--- src/rtl/delta_frame_ctrl_pkg.sv ---
// rtl/delta_frame_ctrl_pkg.sv - shared types and default sizes for the delta-frame sequencer
// Purpose: FSM state encoding and default geometry shared by the controller, its
//          address counter and its bus interface.
// Ports:   none (package).
package delta_frame_ctrl_pkg;

   // Encoding is visible on the debug state output, so the values are fixed.
   typedef enum logic [1:0] {
      ST_IDLE    = 2'd0,
      ST_CAPTURE = 2'd1,
      ST_TRACK   = 2'd2
   } state_t;

   localparam int DEF_COLOR_WIDTH  = 10;
   localparam int DEF_FRAME_PIXELS = 307200;   // 640x480
   localparam int DEF_ADDR_WIDTH   = 19;
   localparam int DEF_PERIOD_WIDTH = 8;

endpackage

--- src/rtl/delta_frame_ctrl_if.sv ---
// rtl/delta_frame_ctrl_if.sv - timing/config inputs and base-RAM/datapath outputs of the sequencer
// Purpose: bundles everything the controller exchanges with the video timing source,
//          the base-frame RAM and the delta datapath.
// Ports (controller view, slave modport):
//   i_enable, i_sof, i_de, i_capture_req        timing and capture control
//   i_cfg_period, i_cfg_threshold, i_cfg_is_filter  requested settings
//   o_base_wr_en, o_base_rd_en, o_base_addr     base-frame RAM port
//   o_is_not_blank, o_threshold, o_is_filter    delta datapath controls
//   o_base_valid, o_err_short, o_state          status / debug
interface delta_frame_ctrl_if #(
   parameter int COLOR_WIDTH  = 10,
   parameter int ADDR_WIDTH   = 19,
   parameter int PERIOD_WIDTH = 8
);
   logic                    i_enable;
   logic                    i_sof;
   logic                    i_de;
   logic                    i_capture_req;
   logic [PERIOD_WIDTH-1:0] i_cfg_period;
   logic [COLOR_WIDTH-1:0]  i_cfg_threshold;
   logic                    i_cfg_is_filter;

   logic                    o_base_wr_en;
   logic                    o_base_rd_en;
   logic [ADDR_WIDTH-1:0]   o_base_addr;
   logic                    o_is_not_blank;
   logic [COLOR_WIDTH-1:0]  o_threshold;
   logic                    o_is_filter;
   logic                    o_base_valid;
   logic                    o_err_short;
   logic [1:0]              o_state;

   // master: timing source / system side
   modport master (
      output i_enable, i_sof, i_de, i_capture_req, i_cfg_period, i_cfg_threshold, i_cfg_is_filter,
      input  o_base_wr_en, o_base_rd_en, o_base_addr, o_is_not_blank, o_threshold, o_is_filter,
             o_base_valid, o_err_short, o_state
   );

   // slave: the sequencer
   modport slave (
      input  i_enable, i_sof, i_de, i_capture_req, i_cfg_period, i_cfg_threshold, i_cfg_is_filter,
      output o_base_wr_en, o_base_rd_en, o_base_addr, o_is_not_blank, o_threshold, o_is_filter,
             o_base_valid, o_err_short, o_state
   );
endinterface

--- src/rtl/delta_frame_ctrl_pixel_addr_counter.sv ---
// rtl/delta_frame_ctrl_pixel_addr_counter.sv - sof-cleared saturating pixel address counter
// Purpose: counts active pixels within a frame and supplies the RAM address of the
//          current pixel; stops at FRAME_PIXELS so overlong frames never wrap.
// Ports:
//   i_clk, i_reset   clock, synchronous active-high reset
//   i_sof, i_de      start-of-frame pulse, pixel strobe
//   o_access         current de maps to a RAM location (combinational)
//   o_addr           address of the current pixel (combinational)
//   o_full           previous-frame count reached FRAME_PIXELS (valid at sof)
module delta_frame_ctrl_pixel_addr_counter #(
   parameter int FRAME_PIXELS = 307200,
   parameter int ADDR_WIDTH   = 19
) (
   input  logic                  i_clk,
   input  logic                  i_reset,
   input  logic                  i_sof,
   input  logic                  i_de,
   output logic                  o_access,
   output logic [ADDR_WIDTH-1:0] o_addr,
   output logic                  o_full
);
   localparam logic [ADDR_WIDTH-1:0] LP_FULL = ADDR_WIDTH'(FRAME_PIXELS);

   logic [ADDR_WIDTH-1:0] r_count;
   logic                  w_full;

   // A de coincident with sof is pixel 0 of the new frame, regardless of the old count.
   always_comb begin
      w_full   = (r_count == LP_FULL);
      o_full   = w_full;
      o_addr   = i_sof ? '0 : r_count;
      o_access = i_de && (i_sof || !w_full);
   end

   always_ff @(posedge i_clk) begin
      if (i_reset) begin
         r_count <= '0;
      end else if (i_sof) begin
         r_count <= i_de ? ADDR_WIDTH'(1) : '0;
      end else if (o_access) begin
         r_count <= r_count + ADDR_WIDTH'(1);
      end
   end
endmodule

--- src/rtl/delta_frame_ctrl.sv ---
// rtl/delta_frame_ctrl.sv - frame sequencer driving the base-frame RAM and delta datapath
// Purpose: IDLE/CAPTURE/TRACK sequencer. CAPTURE writes live pixels into the base RAM,
//          TRACK reads them back alongside live video; frame-boundary shadowing of
//          threshold/filter settings, manual and periodic recapture.
// Ports:
//   i_clk, i_reset   clock, synchronous active-high reset
//   bus (slave)      timing/config inputs, RAM/datapath/status outputs (delta_frame_ctrl_if)
module delta_frame_ctrl
   import delta_frame_ctrl_pkg::*;
#(
   parameter int COLOR_WIDTH  = DEF_COLOR_WIDTH,
   parameter int FRAME_PIXELS = DEF_FRAME_PIXELS,
   parameter int ADDR_WIDTH   = DEF_ADDR_WIDTH,
   parameter int PERIOD_WIDTH = DEF_PERIOD_WIDTH
) (
   input  logic              i_clk,
   input  logic              i_reset,
   delta_frame_ctrl_if.slave bus
);
   state_t                  r_state;
   state_t                  w_state_nx;
   logic                    w_refresh;
   logic                    w_enter_capture;
   logic                    w_access;
   logic                    w_full;
   logic [ADDR_WIDTH-1:0]   w_addr;

   logic                    r_pending;
   logic [PERIOD_WIDTH-1:0] r_frame_cnt;
   logic                    r_base_wr_en;
   logic                    r_base_rd_en;
   logic [ADDR_WIDTH-1:0]   r_base_addr;
   logic [COLOR_WIDTH-1:0]  r_threshold;
   logic                    r_is_filter;
   logic                    r_base_valid;
   logic                    r_err_short;

   delta_frame_ctrl_pixel_addr_counter #(
      .FRAME_PIXELS (FRAME_PIXELS),
      .ADDR_WIDTH   (ADDR_WIDTH)
   ) u_pixel_addr_counter (
      .i_clk    (i_clk),
      .i_reset  (i_reset),
      .i_sof    (bus.i_sof),
      .i_de     (bus.i_de),
      .o_access (w_access),
      .o_addr   (w_addr),
      .o_full   (w_full)
   );

   always_comb begin
      w_state_nx = r_state;
      // Refresh fires on the sof that closes the cfg_period-th tracked frame.
      w_refresh  = (bus.i_cfg_period != '0) &&
                   (r_frame_cnt == (bus.i_cfg_period - PERIOD_WIDTH'(1)));
      case (r_state)
         ST_IDLE: begin
            if (bus.i_sof && bus.i_enable) w_state_nx = ST_CAPTURE;
         end
         ST_CAPTURE: begin
            if (bus.i_sof) begin
               if (!bus.i_enable)  w_state_nx = ST_IDLE;
               else if (w_full)    w_state_nx = ST_TRACK;
            end
         end
         ST_TRACK: begin
            if (bus.i_sof) begin
               if (!bus.i_enable)
                  w_state_nx = ST_IDLE;
               else if (r_pending || bus.i_capture_req || w_refresh)
                  w_state_nx = ST_CAPTURE;
            end
         end
         default: w_state_nx = ST_IDLE;
      endcase
      w_enter_capture = (w_state_nx == ST_CAPTURE) && (r_state != ST_CAPTURE);
   end

   always_ff @(posedge i_clk) begin
      if (i_reset) begin
         r_state      <= ST_IDLE;
         r_pending    <= 1'b0;
         r_frame_cnt  <= '0;
         r_base_wr_en <= 1'b0;
         r_base_rd_en <= 1'b0;
         r_base_addr  <= '0;
         r_threshold  <= '0;
         r_is_filter  <= 1'b0;
         r_base_valid <= 1'b0;
         r_err_short  <= 1'b0;
      end else begin
         r_state <= w_state_nx;

         // The buffer is being overwritten from the first written pixel on.
         if (w_enter_capture)
            r_base_valid <= 1'b0;
         else if (r_state == ST_CAPTURE && bus.i_sof && w_full)
            r_base_valid <= 1'b1;

         if (r_state == ST_CAPTURE && bus.i_sof && !w_full)
            r_err_short <= 1'b1;

         // Entering CAPTURE satisfies any outstanding request.
         if (w_state_nx == ST_CAPTURE)
            r_pending <= 1'b0;
         else if (bus.i_capture_req && r_state != ST_CAPTURE)
            r_pending <= 1'b1;

         if (w_state_nx != ST_TRACK)
            r_frame_cnt <= '0;
         else if (r_state == ST_TRACK && bus.i_sof)
            r_frame_cnt <= r_frame_cnt + PERIOD_WIDTH'(1);

         if (bus.i_sof) begin
            r_threshold <= bus.i_cfg_threshold;
            r_is_filter <= bus.i_cfg_is_filter;
         end

         // Mode of the pixel is the mode of its frame, which a coincident sof has just set.
         r_base_wr_en <= w_access && (w_state_nx == ST_CAPTURE);
         r_base_rd_en <= w_access && (w_state_nx == ST_TRACK);
         if (w_access && w_state_nx != ST_IDLE)
            r_base_addr <= w_addr;
      end
   end

   assign bus.o_base_wr_en   = r_base_wr_en;
   assign bus.o_base_rd_en   = r_base_rd_en;
   assign bus.o_base_addr    = r_base_addr;
   assign bus.o_is_not_blank = r_base_rd_en && r_base_valid;
   assign bus.o_threshold    = r_threshold;
   assign bus.o_is_filter    = r_is_filter;
   assign bus.o_base_valid   = r_base_valid;
   assign bus.o_err_short    = r_err_short;
   assign bus.o_state        = r_state;
endmodule

--- src/flat_wrapper.sv ---
// flat-port wrapper written by rule: the top's interface ports become plain ports
module delta_frame_ctrl_flat import delta_frame_ctrl_pkg::*;
#(
   parameter int COLOR_WIDTH  = DEF_COLOR_WIDTH,
   parameter int FRAME_PIXELS = DEF_FRAME_PIXELS,
   parameter int ADDR_WIDTH   = DEF_ADDR_WIDTH,
   parameter int PERIOD_WIDTH = DEF_PERIOD_WIDTH
)
  (i_clk, i_reset, bus_i_enable, bus_i_sof, bus_i_de, bus_i_capture_req, bus_i_cfg_period, bus_i_cfg_threshold, bus_i_cfg_is_filter, bus_o_base_wr_en, bus_o_base_rd_en, bus_o_base_addr, bus_o_is_not_blank, bus_o_threshold, bus_o_is_filter, bus_o_base_valid, bus_o_err_short, bus_o_state);
  delta_frame_ctrl_if #(.COLOR_WIDTH(COLOR_WIDTH), .ADDR_WIDTH(ADDR_WIDTH), .PERIOD_WIDTH(PERIOD_WIDTH)) bus_i ();
  input  logic i_clk;
  input  logic i_reset;
  input wire logic [$bits(bus_i.i_enable)-1:0] bus_i_enable;
  input wire logic [$bits(bus_i.i_sof)-1:0] bus_i_sof;
  input wire logic [$bits(bus_i.i_de)-1:0] bus_i_de;
  input wire logic [$bits(bus_i.i_capture_req)-1:0] bus_i_capture_req;
  input wire logic [$bits(bus_i.i_cfg_period)-1:0] bus_i_cfg_period;
  input wire logic [$bits(bus_i.i_cfg_threshold)-1:0] bus_i_cfg_threshold;
  input wire logic [$bits(bus_i.i_cfg_is_filter)-1:0] bus_i_cfg_is_filter;
  output wire logic [$bits(bus_i.o_base_wr_en)-1:0] bus_o_base_wr_en;
  output wire logic [$bits(bus_i.o_base_rd_en)-1:0] bus_o_base_rd_en;
  output wire logic [$bits(bus_i.o_base_addr)-1:0] bus_o_base_addr;
  output wire logic [$bits(bus_i.o_is_not_blank)-1:0] bus_o_is_not_blank;
  output wire logic [$bits(bus_i.o_threshold)-1:0] bus_o_threshold;
  output wire logic [$bits(bus_i.o_is_filter)-1:0] bus_o_is_filter;
  output wire logic [$bits(bus_i.o_base_valid)-1:0] bus_o_base_valid;
  output wire logic [$bits(bus_i.o_err_short)-1:0] bus_o_err_short;
  output wire logic [$bits(bus_i.o_state)-1:0] bus_o_state;
  assign bus_i.i_enable = bus_i_enable;
  assign bus_i.i_sof = bus_i_sof;
  assign bus_i.i_de = bus_i_de;
  assign bus_i.i_capture_req = bus_i_capture_req;
  assign bus_i.i_cfg_period = bus_i_cfg_period;
  assign bus_i.i_cfg_threshold = bus_i_cfg_threshold;
  assign bus_i.i_cfg_is_filter = bus_i_cfg_is_filter;
  assign bus_o_base_wr_en = bus_i.o_base_wr_en;
  assign bus_o_base_rd_en = bus_i.o_base_rd_en;
  assign bus_o_base_addr = bus_i.o_base_addr;
  assign bus_o_is_not_blank = bus_i.o_is_not_blank;
  assign bus_o_threshold = bus_i.o_threshold;
  assign bus_o_is_filter = bus_i.o_is_filter;
  assign bus_o_base_valid = bus_i.o_base_valid;
  assign bus_o_err_short = bus_i.o_err_short;
  assign bus_o_state = bus_i.o_state;
  delta_frame_ctrl #(.COLOR_WIDTH(COLOR_WIDTH), .FRAME_PIXELS(FRAME_PIXELS), .ADDR_WIDTH(ADDR_WIDTH), .PERIOD_WIDTH(PERIOD_WIDTH)) u_core (.i_clk(i_clk), .i_reset(i_reset), .bus(bus_i));
endmodule
--- config.mk ---
export PLATFORM = sky130hd
export DESIGN_NAME = delta_frame_ctrl_flat
export DESIGN_NICKNAME = d
export VERILOG_FILES = /design/src/rtl/delta_frame_ctrl_pkg.sv /design/src/rtl/delta_frame_ctrl_if.sv /design/src/rtl/delta_frame_ctrl_pixel_addr_counter.sv /design/src/rtl/delta_frame_ctrl.sv /design/src/flat_wrapper.sv
export SDC_FILE = /design/constraint.sdc
export NUM_CORES = 1
export LEC_CHECK = 0
export ABC_AREA = 1
export CORE_UTILIZATION = 40
export CTS_CLUSTER_SIZE = 30
export DETAILED_ROUTE_END_ITERATION = 10
export REMOVE_ABC_BUFFERS = 1
export SLEW_MARGIN = 20
export SYNTH_ARGS = -nofsm -noshare
export SYNTH_HDL_FRONTEND = slang
export SYNTH_SLANG_ARGS = --single-unit
--- constraint.sdc ---
create_clock -name i_clk -period 2.1 [get_ports i_clk]
set_input_delay 0.21 -clock i_clk [delete_from_list [all_inputs] [get_ports i_clk]]
set_output_delay 0.21 -clock i_clk [all_outputs]
set_load 0.02 [all_outputs]
==> flow_summary.ini, run 1 <==
[clock_tree]
cts_buffer_depth = 2
cts.sinks = 64
cts_max_level = 3
postCtsHoldBufs = 0
clk_latency_ns = 0.34
numCtsBuffers = 9
cts_tree = built
cts-root-buf = clkbuf_8
clk_pin_slew_ns = 0.07

[finish]
drive_gt1_share_pct = 14.3
area_growth_pct = 40.3
multiInputGateArea_um2 = 1710
instances_no_fill = 682
fin_nets = 607
regArea_um2 = 1290
n_antenna_cell = 0
fillers = 764
final_util_pct = 57.8

[synthesis]
ys_seq_elements = 64
synth_cells = 486
ys_seq_area_share_pct = 40.3
yosysWarnings = 0
avgSynthCellArea_um2 = 6.54
syn_area_um2 = 3180
yosysUniqueCellTypes = 31
synth_edf_count = 0
synth-main-ff-cell = dfxtp_1
async_reset_ff_share_pct = 0

[placed_design]
post-place-cells = 657
dpl.hpwl_mm = 5.56
gp_congestion = 0.890
pre_cts_slack_ns = -0.386
portBuffers = 61

[global_route]
grt_max_degree = 32
antenna_found_initial = 0
grt_pass1_vias = 2967
grt_overflow = 0
grt_usage_pct = 19.4
grt_pass1_wl_mm = 13.2

[setup_path]
rrSetupSlack_ns = 0.03
cp_data_required_time_ns = 2.34
cp-end-kind = flop
reg2reg_to = u_core.bus.o_base_addr[1]
worstSetupPathType = reg -> reg
ff2ff_path_depth = 15
cp_max_fo = 4
timing.rr.start = u_core.u_pixel_addr_counter.r_count[1]
crit_path_start_kind = flop
worstPathArrival_ns = 2.31

[route]
vias_per_cell = 4.77
wl_per_cell_um = 11.8
drc_errors = 0
wl_met3_um = 408
final_antenna_net_count = 0
first_pass_iters = 4
route.vias.total = 3256
met1_length_mm = 3.96
top_layer = met4
wl_met2_mm = 3.58
drtIter0Drc = 134
totalWireLength_mm = 8.03

[worst_hold_path]
hold_path_end = u_core.bus.o_threshold[7]
whs_path_depth = 3
hold_path.class = in -> reg
min_from = bus_i_cfg_threshold[7]

[power]
p_leak_nw = 1.88
ir_drop_mv = 0.350
p_per_area_nw_per_um2 = 655

[timing]
setup_viol = 0
fin_crit_sh_pct = 98.5
worst_slew_pin_slew_ns = 0.898
setup_tns_ns = 0
fmax_mhz = 484
rsz0062_at_grt = yes
worst_slack_ns = 0.0324
finClkSkew_ns = 0.00592
hold_viol_final = 0
slew_viol_final = 0
period_needed_ns = 2.07
slew_headroom_pct = 39.9

[die]
fp-row-count = 32
core-area_um2 = 7730
io_pins = 62
die_area_um2 = 8310
initial_utilization_pct = 41.2
die_y_um = 91.2
die_w_um = 91.2

[run_status]
outcome = finished clean

[flow_run]
max_cap_violations = 0
[metrics by stage]
step / total power, mW / hold slack [ns] / instance area (µm²)
4_1_cts: 2.91 / 0.447 / 4310
5_1_grt: 3.05 / 0.468 / 4460
3_3_place_gp: 1.74 / 0.462 / 4030
2_1_floorplan: 1.53 / 0.282 / 3110
6_report: 2.93 / 0.449 / 4460
3_5_place_dp: 1.75 / 0.469 / 4030
[area by class of cell]
| class | count | share of cell area, % |
|---|---|---|
| Multi-Input combinational cell | 351 | 38.4 |
| Sequential cell | 64 | 28.8 |
| Timing Repair Buffer | 94 | 20.4 |
| Inverter | 57 | 4.79 |
| Clock buffer | 10 | 3.08 |
| Tap cell | 102 | 2.86 |
| Clock inverter | 4 | 1.57 |
[layout by cell type, fill, tap and decap left out, types with 10 or more instances in the layout]
master	count
nand4_1	10
dfxtp_1	59
nand2_1	110
clkdlybuf4s50_1	56
buf_4	28
nor3_1	11
clkbuf_8	10
o21ai_0	28
nand3_1	24
a21oi_1	28
inv_1	48
nor2_1	94
[worst max-delay path: stages (launching register included)]
cell and delay, ns:
dfxtp_2 0.34, inv_2 0.08, ha_4 0.13, nand4_1 0.09, nor3_2 0.23, nand2_2 0.11, nand2_1 0.08, nand3_1 0.07
nand2_1 0.07, nand2_1 0.06, nand2_2 0.10, nand3_4 0.14, buf_12 0.19, buf_6 0.12, a21oi_2 0.12, nor2_1 0.04
[layer usage]
metal  vias up  track usage (%)
met5         -                0
met4         0             5.03
met3         9             5.19
met2        71             31.2
met1      1457             25.7
li1       1719                -
[report_power, final]
group	internal, mW	switching, mW
registers	1.26	0.0258
logic	0.234	0.257
clock network	0.684	0.464
[cells by family after synthesis]
| family | synth area share, % |
|---|---|
| adder cells (fa/ha/maj) | 1.97 |
| flip-flops | 40.3 |
| XOR/XNOR | 2.48 |
| AND/OR/NAND/NOR | 35.6 |
| AO/OA/AOI/OAI | 10.6 |
| buffers and inverters | 9.05 |
[cell usage after synthesis, types with 2 or more instances]
| cell type | instances | area share, % |
|---|---|---|
| inv_1 | 53 | 6.3 |
| nand2_1 | 114 | 13 |
| dfxtp_1 | 64 | 40 |
| clkinv_1 | 2 | 0.24 |
| clkbuf_1 | 9 | 1.1 |
| nor2_1 | 99 | 12 |
| inv_2 | 2 | 0.24 |
| o21ai_0 | 29 | 4.6 |
| nor4_1 | 2 | 0.39 |
| nor3_1 | 13 | 2.0 |
| a211oi_1 | 2 | 0.47 |
| nand2_2 | 2 | 0.39 |
| nand4_1 | 10 | 2.0 |
| nand3_1 | 26 | 4.1 |
| xor2_1 | 8 | 2.2 |
| ha_1 | 5 | 2.0 |
| a21oi_1 | 29 | 4.6 |
| buf_4 | 2 | 0.47 |
| o21ai_1 | 2 | 0.31 |
| buf_2 | 2 | 0.31 |
[timing repair]
action | in CTS | in global routing
pin swaps | 3 | 12
resized for setup | 12 | 27
gates cloned | 1 | 1
endpoints found under the setup margin | 17 | 22
buffers inserted | 3 | 7
[worst max path at each step]
stage / from / endpoint / slack [ns] / cells after the start
after floorplan: bus_i_sof / u_core.u_pixel_addr_counter.r_count[17] / 0.04 / 9
after global placement: bus_i_cfg_period[0] / u_core.bus.o_base_addr[4] / -0.32 / 21
after detailed placement: bus_i_cfg_period[0] / u_core.bus.o_base_addr[3] / -0.39 / 19
after CTS: u_core.u_pixel_addr_counter.r_count[0] / u_core.bus.o_base_addr[1] / 0.01 / 15
after global routing: u_core.u_pixel_addr_counter.r_count[1] / u_core.bus.o_base_addr[1] / -0.09 / 15
final: u_core.u_pixel_addr_counter.r_count[1] / u_core.bus.o_base_addr[1] / 0.03 / 15
[flip-flops by register name, indices dropped and copies added, names as in the netlist, 2 cells and up]
name	count
u_core.r_frame_cnt	8
u_core.u_pixel_addr_counter.r_count	19
u_core.bus.o_state	2
u_core.bus.o_threshold	10
u_core.bus.o_base_addr	19
Note: power is estimated with default switching activity, not from simulation.
==> run 2, diff against run 1 <==
--- a/config.mk
+++ b/config.mk
@@ -10,7 +10,9 @@
 export CTS_CLUSTER_SIZE = 30
 export DETAILED_ROUTE_END_ITERATION = 10
 export REMOVE_ABC_BUFFERS = 1
+export SKIP_CTS_REPAIR_TIMING = 1
 export SLEW_MARGIN = 20
 export SYNTH_ARGS = -nofsm -noshare
 export SYNTH_HDL_FRONTEND = slang
 export SYNTH_SLANG_ARGS = --single-unit
+export TNS_END_PERCENT = 5
==> run 2 against run 1 <==
Against the previous run: wire length down 1.3%; clock power about the same; register-to-register slack better by 0.03 ns; critical path depth down 1; final area up 0.14%; fmax up 1.7%.
==> flow_summary.ini, run 2 (synthesis results as in run 1) <==
[setup_path]
worstSetupPathType = reg -> reg
path_common_cell = nand2_1
cpMaxStageDelayCell = dfxtp_2
cp-end-kind = flop
crit_chain = inv_2 > ha_4 > nand4_1 > nor3_2 > nand2_2 > nand2_1 > nand3_1 > nand2_1 > nand2_1 > nand2_2 > nand3_4 > clkbuf_16 > a21oi_2 > nor2_1
cp_max_fo = 7
worstPathArrival_ns = 2.26
crit_path_start_kind = flop
cpPeakStageDelay_ns = 0.33
cp_data_required_time_ns = 2.33

[timing]
fin_crit_sh_pct = 96.9
setup_tns_ns = 0
period_needed_ns = 2.03
slew_headroom_pct = 39.1
fmax_mhz = 492
rsz0062_at_grt = yes
slew_viol_final = 0
worst_slack_ns = 0.0660
hold_viol_final = 0
worst_slew_pin_slew_ns = 0.911
finClkSkew_ns = 0.00813
holdWs_ns = 0.454
setup_viol = 0

[global_route]
grt_use_met1_pct = 25.9
grt_max_degree = 32
grt_pass1_vias = 2898
antenna_found_initial = 0
grtUsageMet3_pct = 3.60
top_usage_layer = met2
grt_usage_pct = 19.1
grt_overflow = 0
use_met2_pct = 30.4
grt_pass1_wl_mm = 13.0

[route]
final_antenna_net_count = 0
route.vias.total = 3238
drtIter0Drc = 125
first_pass_iters = 4
wl_per_cell_um = 11.7
vias_per_cell = 4.76
totalWireLength_mm = 7.93
drc_errors = 0

[placed_design]
dpl.hpwl_mm = 5.56
place_area_um2 = 4030
gp_congestion = 0.890
pre_cts_slack_ns = -0.386
post-place-cells = 657
portBuffers = 61

[die]
die_y_um = 91.2
die_w_um = 91.2
io_pins = 62
die_area_um2 = 8310
initial_utilization_pct = 41.2
core-area_um2 = 7730
fp-row-count = 32

[clock_tree]
numCtsBuffers = 9
cts_buffer_depth = 2
clk_pin_slew_ns = 0.07
cts_tree = built
cts-root-buf = clkbuf_8
cts.sinks = 64
clk_latency_ns = 0.33
cts_max_level = 3

[finish]
instances_no_fill = 680
mostFrequentLayoutCells = 111 x nand2_1, 95 x nor2_1, 57 x dfxtp_1, 56 x clkdlybuf4s50_1, 46 x inv_1
fillers = 760
mostFrequentLayoutCell = nand2_1
area_growth_pct = 40.5
postLayoutCellArea_um2 = 4470
drive_gt1_share_pct = 14.9
final_util_pct = 57.8
fin_nets = 605
n_antenna_cell = 0

[power]
p_leak_nw = 1.90
p_per_area_nw_per_um2 = 653
power.total_mw = 2.92
ir_drop_mv = 0.345

[run_status]
outcome = finished clean

[worst_hold_path]
hold_path.class = in -> reg

[flow_run]
max_cap_violations = 0
run 2: path summary, 6_finish.rpt:
check	start	end	slack, ns	depth (start not counted)
setup / recovery	u_core.u_pixel_addr_counter.r_count[1]	u_core.bus.o_base_addr[5]	0.07	14
hold / removal	bus_i_cfg_threshold[7]	u_core.bus.o_threshold[7]	0.45	3
setup reg to reg	u_core.u_pixel_addr_counter.r_count[1]	u_core.bus.o_base_addr[5]	0.07	14
hold reg to reg	u_core.r_frame_cnt[0]	u_core.r_frame_cnt[0]	0.49	2
run 2: area by class of cell:
cell class	instances	area (µm²)	area share, %
clock buffers	10	138	3.08
inverters	57	214	4.79
clock inverters	4	70.1	1.57
repair buffers	93	915	20.5
well taps	102	128	2.86
flip-flops and latches	64	1290	28.9
multi-input cells	350	1710	38.3
run 2: report_power, final:
group	leakage (nW)	internal [mW]	switching, mW	total [mW]
clock	0.108	0.684	0.459	1.14
combinational	1.26	0.236	0.254	0.490
sequential	0.526	1.26	0.0277	1.29
run 2: per-layer routing:
| metal | routed length, µm | vias up |
|---|---|---|
| met2 | 3580 | 65 |
| met3 | 334 | 9 |
| met4 | 78 | 0 |
| li1 | - | 1721 |
| met1 | 3930 | 1443 |
| met5 | 0 | - |
run 2: worst max-delay path: cells and delay by family, from the launching register on:
kind | cells | cell delay, ns
compound gates | 1 | 0.12
buf+inv | 2 | 0.31
simple gates | 10 | 1.04
flops | 1 | 0.33
fa+ha+maj | 1 | 0.13
